`config.mk`:
```
export PLATFORM = sky130hd
export DESIGN_NAME = ifm_buf_sched
export DESIGN_NICKNAME = d
export VERILOG_FILES = /design/src/rtl/ifm_buf_sched.sv
export SDC_FILE = /design/constraint.sdc
export NUM_CORES = 1
export LEC_CHECK = 0
export ABC_AREA = 1
export BUFFER_PORTS_ARGS = -buffer_cell sky130_fd_sc_hd__buf_2
export CAP_MARGIN = 20
export CORE_UTILIZATION = 28
export DETAILED_ROUTE_END_ITERATION = 8
export PLACE_DENSITY_LB_ADDON = 0.05
export SYNTH_ARGS = -nofsm -noshare
export SYNTH_HDL_FRONTEND = slang
export SYNTH_SLANG_ARGS = --single-unit
```
`constraint.sdc`:
```
create_clock -name clk -period 6.5 [get_ports clk]
set_input_delay 0.65 -clock clk [delete_from_list [all_inputs] [get_ports clk]]
set_output_delay 0.65 -clock clk [all_outputs]
set_load 0.05 [all_outputs]
```
`src/rtl/ifm_buf_sched.sv`:
```
// ifm_buf_sched: IFM row-buffer fill scheduler. Loads rows in order into a ring of IFM_BUF_CNT buffers.
// Define IFM_SCHED_ERR_EN to build the sticky protocol checker behind o_err; otherwise o_err is tied low.
module ifm_buf_sched #(
    parameter int W_SIZE      = 12,
    parameter int IFM_BUF_CNT = 4,
    parameter int W_IFM_BUF   = 2,
    parameter int W_ADDR      = 32
) (
    input  logic                   clk,
    input  logic                   rst,
    input  logic                   q_start,
    input  logic [W_SIZE-1:0]      q_height,
    input  logic [W_ADDR-1:0]      q_base_addr,
    input  logic [W_ADDR-1:0]      q_row_stride,
    output logic                   o_ld_req,
    output logic [W_ADDR-1:0]      o_ld_addr,
    output logic [W_IFM_BUF-1:0]   o_ld_buf_id,
    output logic [W_SIZE-1:0]      o_ld_row,
    input  logic                   i_ld_ack,
    input  logic                   i_ld_done,
    input  logic                   i_row_done,
    output logic [IFM_BUF_CNT-1:0] o_ifm_buf_done,
    output logic                   o_busy,
    output logic                   o_sched_done,
    output logic                   o_err
);
    typedef enum logic [1:0] {
        ST_IDLE = 2'd0,
        ST_REQ  = 2'd1,
        ST_WAIT = 2'd2,
        ST_HOLD = 2'd3
    } state_t;

    localparam logic [W_SIZE-1:0]    ONE_S   = W_SIZE'(1);
    localparam logic [W_SIZE-1:0]    OCC_MAX = W_SIZE'(IFM_BUF_CNT - 1);
    localparam logic [W_IFM_BUF-1:0] ONE_B   = W_IFM_BUF'(1);

    state_t                 state_q, state_nx;
    logic [W_SIZE-1:0]      ld_row_q, cons_row_q, freed_q, height_q;
    logic [W_ADDR-1:0]      addr_q, stride_q;
    logic [IFM_BUF_CNT-1:0] flags_q, flags_nx;
    logic                   sched_done_q;

    logic                   start_go, busy, ld_fire, rel, rel_last, rel_free, done_nx;
    logic [W_SIZE-1:0]      ld_row_nx, freed_nx, occ_q, occ_nx;
    logic                   can_load_q, can_load_nx;
    logic [W_IFM_BUF-1:0]   ld_idx, rel_idx;

    assign start_go  = (state_q == ST_IDLE) && q_start;
    assign busy      = (state_q != ST_IDLE);
    assign ld_fire   = (state_q == ST_WAIT) && i_ld_done;
    assign rel       = busy && i_row_done;
    assign rel_last  = rel && (cons_row_q == height_q - ONE_S);
    assign rel_free  = rel && (cons_row_q != '0);
    assign ld_row_nx = ld_fire ? ld_row_q + ONE_S : ld_row_q;
    assign freed_nx  = rel_free ? freed_q + ONE_S : freed_q;
    assign occ_q     = ld_row_q - freed_q;
    assign occ_nx    = ld_row_nx - freed_nx;
    assign ld_idx    = ld_row_q[W_IFM_BUF-1:0];
    assign rel_idx   = cons_row_q[W_IFM_BUF-1:0] - ONE_B;
    assign done_nx   = (start_go && (q_height == '0)) || rel_last;

    // ld_row counts rows already loaded, i.e. it is the next row to fetch; one slot always stays free
    assign can_load_q  = (ld_row_q < height_q) && (occ_q < OCC_MAX);
    assign can_load_nx = (ld_row_nx < height_q) && (occ_nx < OCC_MAX);

    // Clear is applied before set so a set wins on a (never expected) collision
    always_comb begin
        flags_nx = flags_q;
        if (rel_free)
            flags_nx[rel_idx] = 1'b0;
        if (ld_fire)
            flags_nx[ld_idx] = 1'b1;
        if (rel_last || start_go)
            flags_nx = '0;
    end

    always_ff @(posedge clk or posedge rst) begin
        if (rst)
            state_q <= ST_IDLE;
        else
            state_q <= state_nx;
    end

    always_comb begin
        state_nx = state_q;
        case (state_q)
            ST_IDLE: if (q_start && (q_height != '0)) state_nx = ST_REQ;
            ST_REQ:  if (i_ld_ack) state_nx = ST_WAIT;
            ST_WAIT: if (i_ld_done) state_nx = can_load_nx ? ST_REQ : ST_HOLD;
            ST_HOLD: if (can_load_q) state_nx = ST_REQ;
            default: state_nx = ST_IDLE;
        endcase
        if (rel_last)
            state_nx = ST_IDLE;
    end

    always_comb begin
        o_ld_req    = 1'b0;
        o_ld_addr   = '0;
        o_ld_buf_id = '0;
        o_ld_row    = '0;
        if (state_q == ST_REQ) begin
            o_ld_req    = 1'b1;
            o_ld_addr   = addr_q;
            o_ld_buf_id = ld_idx;
            o_ld_row    = ld_row_q;
        end
    end

    assign o_busy         = busy;
    assign o_ifm_buf_done = flags_q;
    assign o_sched_done   = sched_done_q;

    always_ff @(posedge clk or posedge rst) begin
        if (rst) begin
            ld_row_q     <= '0;
            cons_row_q   <= '0;
            freed_q      <= '0;
            flags_q      <= '0;
            sched_done_q <= 1'b0;
        end else begin
            ld_row_q     <= start_go ? '0 : ld_row_nx;
            freed_q      <= start_go ? '0 : freed_nx;
            flags_q      <= flags_nx;
            sched_done_q <= done_nx;
            if (start_go)
                cons_row_q <= '0;
            else if (rel && !rel_last)
                cons_row_q <= cons_row_q + ONE_S;
        end
    end

    // Frame geometry and address are data: only observed through the gated request outputs
    always_ff @(posedge clk) begin
        if (start_go) begin
            height_q <= q_height;
            stride_q <= q_row_stride;
            addr_q   <= q_base_addr;
        end else if (ld_fire) begin
            addr_q   <= addr_q + stride_q;
        end
    end

`ifdef IFM_SCHED_ERR_EN
    logic                 err_q, err_set, chk_flag;
    logic [W_IFM_BUF-1:0] chk_idx;

    // Row r needs row min(r+1, height-1) resident before it can legally be reported done
    assign chk_idx  = (cons_row_q + ONE_S < height_q) ? cons_row_q[W_IFM_BUF-1:0] + ONE_B
                                                      : height_q[W_IFM_BUF-1:0] - ONE_B;
    assign chk_flag = flags_q[chk_idx];
    assign err_set  = (i_ld_done && (state_q != ST_WAIT)) ||
                      (i_ld_ack && (state_q != ST_REQ)) ||
                      (i_row_done && (!busy || !chk_flag));

    always_ff @(posedge clk or posedge rst) begin
        if (rst)
            err_q <= 1'b0;
        else if (err_set)
            err_q <= 1'b1;
    end

    assign o_err = err_q;
`else
    assign o_err = 1'b0;
`endif

endmodule

```
* After elaboration in Yosys (flattened, before gate mapping)
Cells that the tools add are included.
Word-level totals: register bits after elaboration 119, input port bits 82
Cells by class: add/sub/neg operators 8, magnitude comparators 8, equal/unequal tests 8, muxes and demuxes 26, bitwise gates (word level) 3, reduce and logical (&&, ||, !) cells 23
Operators with widths (number):
- two-way mux 32 bit | 3
- two-way mux 12 bit | 7
- adder 12 x 1 -> 12 bit (second input constant) | 3
- adder 32 bit | 1
- < comparator 12 bit | 2
- < comparator 12 x 2 -> 1 bit (second input constant) | 2
- nonzero test 12 bit | 2
- subtractor 12 bit | 2
- two-way mux 2 bit | 7
- equality test 12 bit | 1
- logical AND 1 bit | 12
- zero test 12 bit | 1
- two-way mux 4 bit | 3
- subtractor 12 x 1 -> 12 bit (second input constant) | 1
- != test 3 bit (second input constant) | 3
- case mux 2 bit (4 select lines) | 1
- < comparator 2 x 3 -> 1 bit (second input constant) | 2
- nonzero test 2 bit | 3
- AND 4 bit | 1
- demux 1 bit (select 2 bit) | 2
- equality test 2 bit (second input constant) | 2
- greater-or-equal comparator 2 x 1 -> 1 bit (second input constant) | 2
- NOT 4 bit | 1
- bitwise OR 4 bit | 1
- other kinds (8) | 11

* Longest topological paths before layout
Gate-level depths: netlist (run 1).
depth in word-level cells 11, depth in mapped cells 27, gate-level depth less buffers 27

* Worst setup path before layout (run 1)
Ideal clock, no wire load.
path type register -> register, from register state_q[0], to register state_q[1], library setup time 116 ps, arrival 3201 ps, path slack 3183 ps, cell stages (with the launch flop) 27, period minus slack after synthesis 3317 ps, cell sequence dfrtp_1 -> inv_1 -> ha_1 -> nand2_4 -> nor2_8 -> nand3_1 -> nand3b_1 -> nor3b_1 -> nand2_1 -> nor2_1 -> xor2_1 -> inv_1 -> ha_1 -> nand2_1 -> nor2_1 -> a2111oi_0 -> nand3_1 -> nor2_1 -> nand3_1 -> nor2_1 -> nand3_1 -> nor2_1 -> nand2_1 -> nand2_1 -> nand2_1 -> nand2_1 -> nand2_1
On the way: word-level cells in the longest chain between the ends 11, elaborated cells between the ends (all ways) 24, those cells by class add/sub: 1; order compare: 2; eq/ne: 7; mux: 6; reduce/logical: 8
Ends and longest elaborated chain:
- start, declared | line 38 | state_t state_q, state_nx;
- start signal, assigned | line 82 | state_q <= state_nx;
- nonzero test 2 bit | line 50 | assign busy = (state_q != ST_IDLE);
- logical AND 1 bit | line 52 | assign rel = busy && i_row_done;
- logical AND 1 bit | line 54 | assign rel_free = rel && (cons_row_q != '0);
- two-way mux 12 bit | line 56 | assign freed_nx = rel_free ? freed_q + ONE_S : freed_q;
- subtractor 12 bit | line 58 | assign occ_nx = ld_row_nx - freed_nx;
- < comparator 12 x 2 -> 1 bit | line 65 | assign can_load_nx = (ld_row_nx < height_q) && (occ_nx < OCC_MAX);
- logical AND 1 bit | line 65
- two-way mux 2 bit (2 in series) | line 90 | ST_WAIT: if (i_ld_done) state_nx = can_load_nx ? ST_REQ : ST_HOLD;
- case mux 2 bit (4 select lines) | line 87 | case (state_q)
- two-way mux 2 bit | line 94 | if (rel_last)
Parallel ways exist; a longest one is shown, timed or not. The select of a mux whose other input is x is not followed. A chain may end at the register's enable or synchronous reset.

* Worst setup path after layout (run 1)
Same ends and word-level chain as after synthesis.

==> impl_metrics.py, run 1 <==
metrics = {
    "cts": {
        "cts.path.max_buffers": 2,
        "ctsHtreeMaxLevel": 4,
        "insertion_delay_ns": 0.44,
        "cts_hold_buf": 0,
        "cts_tree": "built",
        "post-cts-setup-buffer-count": 0,
        "cts_num_sinks": 119,
        "cts_buffers": 17,
        "clk_pin_slew_ns": 0.07,
        "cts_resized": 0,
        "cts-root-buf": "clkbuf_16",
    },
    "critical_path": {
        "cpMostUsedCell": "nand2_1",
        "crit_fanout": 8,
        "worstPathArrival_ns": 4.24,
        "end_kind": "flip-flop",
        "cpMaxStageDelayCell": "dfrtp_1",
        "cp.required_ns": 6.84,
        "max_stage_delay_ns": 0.43,
        "r2r-start": "state_q[0]",
        "crit_start": "state_q[0]",
        "start_kind": "flip-flop",
        "crit_family": "simple AND/OR/NAND/NOR gates",
        "worst-setup-path-type": "reg2reg",
        "crit_buf_inv": 2,
    },
    "drt": {
        "wire_per_inst_um": 15.81,
        "vias": 8600,
        "drtIter0Drc": 495,
        "drt-total-wl_mm": 29.29,
        "viasPerCell": 4.644,
        "route.detailed.drc": 0,
        "drt_pass1_iterations": 5,
        "antenna_left": 0,
    },
    "timing": {
        "grt_setup_unrepaired": "false",
        "min_period_over_period": 0.6003,
        "fin_setup_tns_ns": 0,
        "finalClockSkew_ns": 0.01450,
        "drv_slew": 0,
        "slew_headroom": 0.3935,
        "layout_min_cycle_time_ns": 3.902,
        "hold_viol": 0,
        "fmax_mhz": 256.3,
        "setup_violations": 0,
        "tightest_slew_ns": 0.9066,
    },
    "die": {
        "die-area_um2": 34970,
        "pin_count": 136,
        "die_h_um": 187,
        "die_w_um": 187,
        "num_rows": 67,
        "initial_core_util": 0.2851,
        "core_area_um2": 33620,
    },
    "global_routing": {
        "antenna_found_initial": 0,
        "grt_usage": 0.1723,
        "grt_pass1_wl_mm": 46.84,
        "grt_max_degree": 62,
        "grt_pass1_vias": 8427,
        "grt-ovfl-total": 0,
    },
    "synth": {
        "ys_async_sr_fraction": 0.3613,
        "synth_cell_types": 54,
        "synth_fa_ha_area_frac": 0.1212,
        "synthTopCellsByCount": "nand2_1 (319), inv_1 (177), nor2_1 (93)",
        "synth_edf_count": 76,
        "yosysMostFrequentCell": "nand2_1",
        "synth_fp_nets": 1428,
        "yosysWarnings": 0,
        "synth_simple_gate_area_frac": 0.2913,
        "yosysSeqAreaShare": 0.3504,
        "synth_top_area_cell": "edfxtp_1",
        "synth.avg_cell_area_um2": 7.636,
        "yosys-top-cells-area": "edfxtp_1 (24%), nand2_1 (12%), ha_1 (11%), dfrtp_1 (11%), inv_1 (6.9%)",
        "synth_compound_area_frac": 0.09805,
        "synth_mux_area_frac": 0,
        "synth_seq_cells": 119,
        "synth_xor_area_frac": 0.05275,
        "netlist_instances": 1255,
        "ys.flop_type": "edfxtp_1",
        "synth_top_family_by_area": "simple AND/OR/NAND/NOR gates",
        "synth_top_cell_area_share": 0.2382,
        "syn_area_um2": 9583,
    },
    "flow_run": {
        "max_cap_violations": 0,
    },
    "hold_path": {
        "min_path_type": "in2async",
    },
    "power": {
        "pwr_density_cell_nw_per_um2": 477.7,
        "ir_worst_vdd_uv": 262.9,
        "leakage_nw": 5.784,
    },
    "layout": {
        "filler_cell_count": 3668,
        "stdcell_count": 1852,
        "seq_area_um2": 3358,
        "fin_area_um2": 11290,
        "diodes": 0,
        "nets": 1564,
        "syn2layout_area_growth_pct": 17.78,
        "drive_above_1_share": 0.1795,
        "multiInputGateArea_um2": 5406,
    },
    "place": {
        "dp_hpwl_mm": 22.76,
        "placed_area_um2": 10750,
        "place.gp.congestion": 0.8352,
        "numPortBuffers": 134,
        "dpl.cell_count": 1820,
    },
    "run_status": {
        "status": "finished clean",
    },
}
[placed cells by master, fill, tap and decap left out, types with 9 or more instances in the layout]
cell,netlist,layout
o21ai_1,12,12
nand2_1,319,318
xor2_1,42,42
or2_2,18,18
edfxtp_1,76,76
a21oi_1,71,71
clkbuf_16,0,17
nor4_1,9,9
dfrtp_1,43,43
buf_2,2,134
nand3_1,80,80
inv_1,177,176
nor3_1,20,20
inv_2,14,14
o21ai_0,40,40
nand2_2,14,15
nand4_1,22,22
xnor2_1,12,12
nor2_1,93,93
ha_1,88,87
[through the flow]
stage	hold slack (ns)	utilization	worst slack, ns	power (mW)
2_1_floorplan	0.4992	-	3.183	3.712
3_3_place_gp	0.5337	0.3198	2.710	4.556
3_5_place_dp	0.5376	0.3198	2.541	4.536
4_1_cts	0.3553	0.3358	2.513	5.471
5_1_grt	0.3609	0.3358	1.968	5.897
6_report	0.3586	0.3358	2.598	5.392
[cell type report]
cell class | instances | share of cell area
Clock inverter | 9 | 0.006873
Inverter | 192 | 0.06429
Sequential cell | 119 | 0.2975
Multi-Input combinational cell | 923 | 0.4790
Tap cell | 448 | 0.04966
Timing Repair Buffer | 138 | 0.06208
Clock buffer | 23 | 0.04057
[flip-flops by register name, summed over array words and instances, names as in the netlist]
signal	cells
ld_row_q	12
addr_q	32
o_ifm_buf_done	4
cons_row_q	12
o_sched_done	1
freed_q	12
stride_q	32
height_q	12
state_q	2
[power breakdown]
group / total (mW) / leakage, nW / switching (mW) / internal, mW
sequential: 1.28 / 1.30 / 0.166 / 1.12
combinational: 3.20 / 4.23 / 2.20 / 1.01
clock: 0.904 / 0.257 / 0.372 / 0.531
[worst paths after layout]
check / cells after the start / slack [ns] / end
worst min register to register: 2 / 0.54 / state_q[1]
min in group clk: 1 / 0.38 / stride_q[0]
worst max-delay path: 26 / 2.60 / state_q[1]
max in group asynchronous: 3 / 5.68 / ld_row_q[7]
worst max register to register: 26 / 2.60 / state_q[1]
worst min-delay path: 3 / 0.36 / o_sched_done
[cell families after synthesis]
family	count (synthesis)
simple gates	610
buf+inv	213
compound gates	165
flops	119
fa+ha+maj	91
xor+xnor	56
other cells	1
[routing by layer]
layer	global-route usage	vias to the layer above	routed length [um]
li1	-	4393	-
met5	0	-	0
met4	0.05454	0	474
met2	0.2712	165	13180
met1	0.2385	4018	14630
met3	0.03039	24	1000
[tightest hold or removal path: cells and delay by family]
family | cells | cell delay, ns
buf+inv | 3 | 0.63
Power figures use the tool's default switching activity.
==> run 2, diff against run 1 <==
==> constraint.sdc (replaced) <==
create_clock -name clk -period 3.7 [get_ports clk]
set_input_delay 0.37 -clock clk [delete_from_list [all_inputs] [get_ports clk]]
set_output_delay 0.37 -clock clk [all_outputs]
set_load 0.05 [all_outputs]
==> run 2 against run 1 <==
Clock skew is 0.0030 ns lower. Sequential share of layout area decreased by 0.88 points. Final area rose by 3.1%. Critical path depth shrank 3. Utilization increased by 1.0 points. Setup slack got worse by 2.3 ns. Combinational power is 82% higher. Total power grew 84%. Register-to-register slack lost 2.3 ns. Sequential power up 73%.
==> impl_metrics.py, run 2 (synthesis gave the netlist of run 1 again) <==
metrics = {
    "run_status": {
        "status": "finished clean",
    },
    "drt": {
        "drt_pass1_iterations": 5,
        "vias": 8592,
        "viasPerCell": 4.578,
        "wl_met1_mm": 14.81,
        "route.detailed.drc": 0,
        "dr_wl_met3_mm": 1.075,
        "drt-total-wl_mm": 29.96,
        "antenna_left": 0,
        "topRoutingLayerUsed": "met4",
        "wl_met2_mm": 13.67,
        "drtIter0Drc": 389,
        "wire_per_inst_um": 15.96,
    },
    "timing": {
        "grt_setup_unrepaired": "true",
        "tightest_slew_ns": 0.6854,
        "layout_min_cycle_time_ns": 3.426,
        "min_period_over_period": 0.9261,
        "drv_slew": 0,
        "fmax_mhz": 291.8,
        "finalClockSkew_ns": 0.01146,
        "slew_headroom": 0.5424,
        "hold_viol": 0,
        "setup_violations": 0,
    },
    "layout": {
        "syn2layout_area_growth_pct": 21.39,
        "multiInputGateArea_um2": 5440,
        "nets": 1589,
        "filler_cell_count": 3690,
        "stdcell_count": 1877,
        "seq_area_um2": 3358,
        "mostFrequentLayoutCells": "nand2_1 (318), inv_1 (176), buf_2 (134)",
        "top_regs": "addr_q x32, stride_q x32",
        "drive_above_1_share": 0.1987,
        "mostFrequentLayoutCell": "nand2_1",
        "diodes": 0,
    },
    "critical_path": {
        "cp.required_ns": 4.05,
        "rr_worst_depth": 23,
        "crit_family": "simple AND/OR/NAND/NOR gates",
        "r2r_slack_ns": 0.27,
        "end_kind": "flip-flop",
        "crit_buf_inv": 2,
        "max_stage_delay_ns": 0.48,
        "cpMostUsedCell": "nand2_1",
        "cpMaxStageDelayCell": "fa_1",
        "r2r-start": "cons_row_q[1]",
        "crit_chain": "inv_1 > ha_1 > nand2_1 > nor2_4 > a21oi_4 > or2_2 > nand2_1 > inv_1 > ha_1 > fa_1 > nor2_1 > a2111oi_2 > nand3_1 > nor2_1 > nand3_1 > nor2_1 > nand3_1 > nor2_1 > nand2_1 > nand2_1 > nand2_1 > nand2_1 > nand2_1",
        "start_kind": "flip-flop",
        "worstPathArrival_ns": 3.77,
        "worst-setup-path-type": "reg2reg",
        "timing.rr.end": "state_q[1]",
        "crit_fanout": 7,
    },
    "power": {
        "p_clk_frac": 0.190,
        "p_comb_frac": 0.586,
        "power_switching_share": 0.4913,
        "pwr_density_cell_nw_per_um2": 853.8,
        "p_int_mw": 5.053,
        "p_switching_mw": 4.879,
        "ir_worst_vdd_uv": 422.3,
        "leakage_nw": 5.965,
        "total_power_mw": 9.932,
        "seq_power_share": 0.224,
    },
    "place": {
        "dp_hpwl_mm": 23.58,
        "dpl.cell_count": 1843,
        "place.gp.congestion": 0.8295,
        "numPortBuffers": 134,
    },
    "cts": {
        "insertion_delay_ns": 0.45,
        "cts_num_sinks": 119,
        "cts-root-buf": "clkbuf_16",
        "clk_pin_slew_ns": 0.06,
        "ctsHtreeMaxLevel": 4,
        "cts_hold_buf": 0,
        "cts.path.max_buffers": 2,
        "cts_tree": "built",
        "cts_buffers": 17,
    },
    "die": {
        "initial_core_util": 0.2851,
        "die_w_um": 187,
        "pin_count": 136,
        "core_area_um2": 33620,
        "die-area_um2": 34970,
        "die_h_um": 187,
        "num_rows": 67,
    },
    "flow_run": {
        "max_cap_violations": 0,
    },
    "global_routing": {
        "grt_max_degree": 56,
        "antenna_found_initial": 0,
        "grt_usage": 0.1740,
        "grt-ovfl-total": 0,
        "grt_pass1_wl_mm": 46.88,
        "grt_pass1_vias": 8485,
    },
    "hold_path": {
        "min_path_type": "in2async",
    },
}
## run 2: final cells by class
type / count / share of cell area
clock buffer: 20 / 0.03840
clock inverter: 12 / 0.01721
inverter: 192 / 0.06239
multi-input combinational: 923 / 0.4677
sequential: 119 / 0.2887
tap: 448 / 0.04819
timing repair buffer: 163 / 0.07744
## run 2: worst max path at each step
stage                       endpoint  slack (ns)  cells after the start     startpoint
after detailed placement  state_q[1]        0.08                     25     state_q[0]
after floorplan           state_q[1]        0.38                     26     state_q[0]
after global routing      state_q[1]       -0.07                     26     state_q[0]
after global placement    state_q[1]        0.14                     26     state_q[0]
final                     state_q[1]        0.27                     23  cons_row_q[1]
after CTS                 state_q[1]        0.04                     26     state_q[0]
## run 2: routing by layer
layer  up-vias  track usage
met5         -            0
met4         0      0.04823
met3        23      0.03039
met2       177       0.2796
met1      3948       0.2392
li1       4444            -
## run 2: what timing repair did
action / CTS / global route
setup buffers: 0 / 2
endpoints found under the setup margin: 0 / 1
resized for setup: 0 / 8
endpoints found under the hold margin: 0 / 0
## run 2: power groups by stage
stage               clock network (mW)  registers, mW  logic, mW
floorplan                            0           2.20       4.32
global placement                     0           2.25       5.85
detailed placement                   0           2.25       5.85
CTS                               1.94           2.23       5.87
global route                      1.99           2.27       6.56
finish                            1.89           2.22       5.82
## run 2: worst reg2reg max path, cell delays in order, from the launching register on
cell and delay, ns:
dfrtp_1 0.42, inv_1 0.09, ha_1 0.17, nand2_1 0.09, nor2_4 0.17, a21oi_4 0.11, or2_2 0.28, nand2_1 0.08
inv_1 0.05, ha_1 0.21, fa_1 0.48, nor2_1 0.06, a2111oi_2 0.28, nand3_1 0.15, nor2_1 0.11, nand3_1 0.07
nor2_1 0.09, nand3_1 0.07, nor2_1 0.08, nand2_1 0.08, nand2_1 0.06, nand2_1 0.04, nand2_1 0.05, nand2_1 0.04
## run 2: metrics by stage
step / TNS, ns / hold WS [ns] / util / area [um^2] / worst slack (ns)
global placement: 0 / 0.5251 / 0.3253 / 10940 / 0.1351
CTS: 0 / 0.03147 / 0.3446 / 11580 / 0.03868
floorplan: 0 / 0.4689 / - / 9583 / 0.3826
global route: -0.07207 / 0.07646 / 0.3460 / 11630 / -0.07207
finish: 0 / 0.02501 / 0.3460 / 11630 / 0.2735
detailed placement: 0 / 0.5211 / 0.3253 / 10940 / 0.08212
==> run 3, diff against run 2 <==
--- a/config.mk
+++ b/config.mk
@@ -8,6 +8,7 @@
 export ABC_AREA = 1
 export BUFFER_PORTS_ARGS = -buffer_cell sky130_fd_sc_hd__buf_2
 export CAP_MARGIN = 20
+export CORE_ASPECT_RATIO = 0.9
 export CORE_UTILIZATION = 28
 export DETAILED_ROUTE_END_ITERATION = 8
 export PLACE_DENSITY_LB_ADDON = 0.05
==> run 3 against run 2 <==
Global-route usage up 0.25 points. Critical path depth did not move. Clock skew grew 0.00070 ns. Clock power is 7% lower. Utilization increased by 0.26 points. First-iteration DRC count is 5.4% higher. Critical path type unchanged. Largest power group unchanged.
==> impl_metrics.py, run 3 (synthesis gave the netlist of run 1 again) <==
metrics = {
    "run_status": {
        "status": "finished clean",
    },
    "layout": {
        "fin_area_um2": 11630,
        "nets": 1592,
        "top_regs": "addr_q x32, stride_q x32",
        "mostFrequentLayoutCell": "nand2_1",
        "syn2layout_area_growth_pct": 21.32,
        "fin_util": 0.3487,
        "mostFrequentLayoutCells": "nand2_1 (318), inv_1 (175), buf_2 (134)",
        "diodes": 0,
        "stdcell_count": 1887,
        "drive_above_1_share": 0.2032,
    },
    "critical_path": {
        "timing.rr.end": "state_q[1]",
        "cp.required_ns": 4.04,
        "worst-setup-path-type": "reg2reg",
        "crit_fanout": 5,
        "end_kind": "flip-flop",
        "rr_worst_depth": 23,
        "start_kind": "flip-flop",
        "r2r_slack_ns": 0.23,
        "r2r-start": "state_q[1]",
        "worstPathArrival_ns": 3.81,
    },
    "cts": {
        "cts_num_sinks": 119,
        "insertion_delay_ns": 0.45,
        "cts_tree": "built",
        "clk_pin_slew_ns": 0.07,
        "cts-root-buf": "clkbuf_16",
        "cts_buffers": 17,
        "ctsHtreeMaxLevel": 4,
        "post-cts-setup-buffer-count": 0,
        "cts.path.max_buffers": 2,
    },
    "power": {
        "p_int_mw": 4.915,
        "total_power_mw": 9.887,
        "p_comb_frac": 0.598,
        "p_clk_frac": 0.178,
        "p_switching_mw": 4.972,
        "pwr_density_cell_nw_per_um2": 850.4,
        "power_switching_share": 0.5029,
        "leakage_nw": 5.960,
        "ir_worst_vdd_uv": 323.0,
        "seq_power_share": 0.225,
    },
    "timing": {
        "slew_headroom": 0.6096,
        "layout_min_cycle_time_ns": 3.466,
        "setup_violations": 0,
        "hold_viol": 0,
        "fmax_mhz": 288.5,
        "holdWs_ns": 0.08878,
        "tightest_slew_ns": 0.5811,
        "grt_setup_unrepaired": "true",
        "drv_slew": 0,
        "min_period_over_period": 0.9367,
        "finalClockSkew_ns": 0.01216,
    },
    "place": {
        "dpl.cell_count": 1854,
        "place.gp.congestion": 0.8070,
        "dp_hpwl_mm": 24.11,
        "numPortBuffers": 134,
        "placed_area_um2": 10970,
    },
    "global_routing": {
        "grt_usage": 0.1766,
        "grt_pass1_wl_mm": 46.59,
        "antenna_found_initial": 0,
        "grt_pass1_vias": 8496,
        "grt-ovfl-total": 0,
        "grt_max_degree": 74,
    },
    "hold_path": {
        "min_path_type": "in2reg",
        "min_to": "stride_q[25]",
        "worstHoldStart": "q_row_stride[25]",
        "hold_path_depth": 1,
    },
    "die": {
        "pin_count": 136,
        "core_area_um2": 33340,
        "die-area_um2": 34970,
        "num_rows": 63,
        "initial_core_util": 0.2874,
        "die_w_um": 197.0,
        "die_h_um": 177.5,
    },
    "drt": {
        "drt-total-wl_mm": 29.98,
        "wire_per_inst_um": 15.89,
        "antenna_left": 0,
        "vias": 8621,
        "route.detailed.drc": 0,
        "drtIter0Drc": 410,
        "drt_pass1_iterations": 5,
        "viasPerCell": 4.569,
    },
    "flow_run": {
        "max_cap_violations": 0,
    },
}
run 3: cell types whose count changed in the layout (fill, tap and decap cells not counted), moves of 2 or more:
cell        before  now
buf_4           28   30
bufinv_16        5    3
clkbuf_1         2    0
clkinv_2         1    3
clkinvlp_4       2    4
inv_6            0    2
run 3: what timing repair did:
item | CTS | global route
gates resized for setup | 0 | 12
hold endpoints to repair | 16 | 0
hold buffers | 1 | 0
setup endpoints to repair | 0 | 1
run 3: area by class of cell:
cell class	instances	area [um^2]
Tap cell	455	569.3
Sequential cell	119	3358
Multi-Input combinational cell	923	5443
Clock buffer	17	425.4
Fill cell	3634	21720
Inverter	192	725.7
Timing Repair Buffer	166	925.9
Clock inverter	15	178.9
run 3: worst max-delay path by stage:
stage / cells after the start / slack, ns / end / start
final: 23 / 0.23 / state_q[1] / state_q[1]
after detailed placement: 25 / 0.06 / state_q[1] / state_q[0]
after global routing: 26 / -0.13 / state_q[1] / state_q[0]
after global placement: 25 / 0.16 / state_q[1] / state_q[0]
after CTS: 25 / 0.03 / state_q[1] / state_q[0]
after floorplan: 26 / 0.38 / state_q[1] / state_q[0]
run 3: routing by layer:
| layer | share of wire | global-route usage | wire (um) | up-vias |
|---|---|---|---|---|
| met5 | 0 | 0 | 0 | - |
| met1 | 0.52 | 0.2543 | 15620 | 3995 |
| li1 | - | - | - | 4455 |
| met4 | 0.011 | 0.04845 | 326 | 0 |
| met2 | 0.43 | 0.2713 | 13040 | 150 |
| met3 | 0.033 | 0.02813 | 1003 | 21 |
run 3: per-stage QoR:
stage | worst slack, ns | setup TNS (ns)
finish | 0.2341 | 0
global route | -0.1254 | -0.1254
CTS | 0.02549 | 0
detailed placement | 0.05713 | 0
global placement | 0.1640 | 0
floorplan | 0.3826 | 0
run 3: power groups by stage:
stage               Sequential [mW]  Clock [mW]  Combinational (mW)
finish                         2.22        1.76                5.91
global route                   2.27        1.84                6.67
CTS                            2.23        1.80                5.93
detailed placement             2.25           0                5.90
global placement               2.25           0                5.93
floorplan                      2.20           0                4.32
run 3: critical path: stages, from the launching register on:
cell and delay [ns]:
dfrtp_1 0.41, inv_1 0.12, ha_1 0.21, inv_2 0.05, nand2_1 0.15, a21oi_4 0.09, or2_2 0.28, nand2_1 0.08
inv_1 0.05, ha_1 0.22, fa_1 0.49, nor2_1 0.06, a2111oi_2 0.28, nand3_1 0.13, nor2_1 0.11, nand3_1 0.07
nor2_1 0.08, nand3_1 0.09, nor2_2 0.10, nand2_2 0.09, nand2_1 0.07, nand2_1 0.05, nand2_1 0.05, nand2_1 0.04
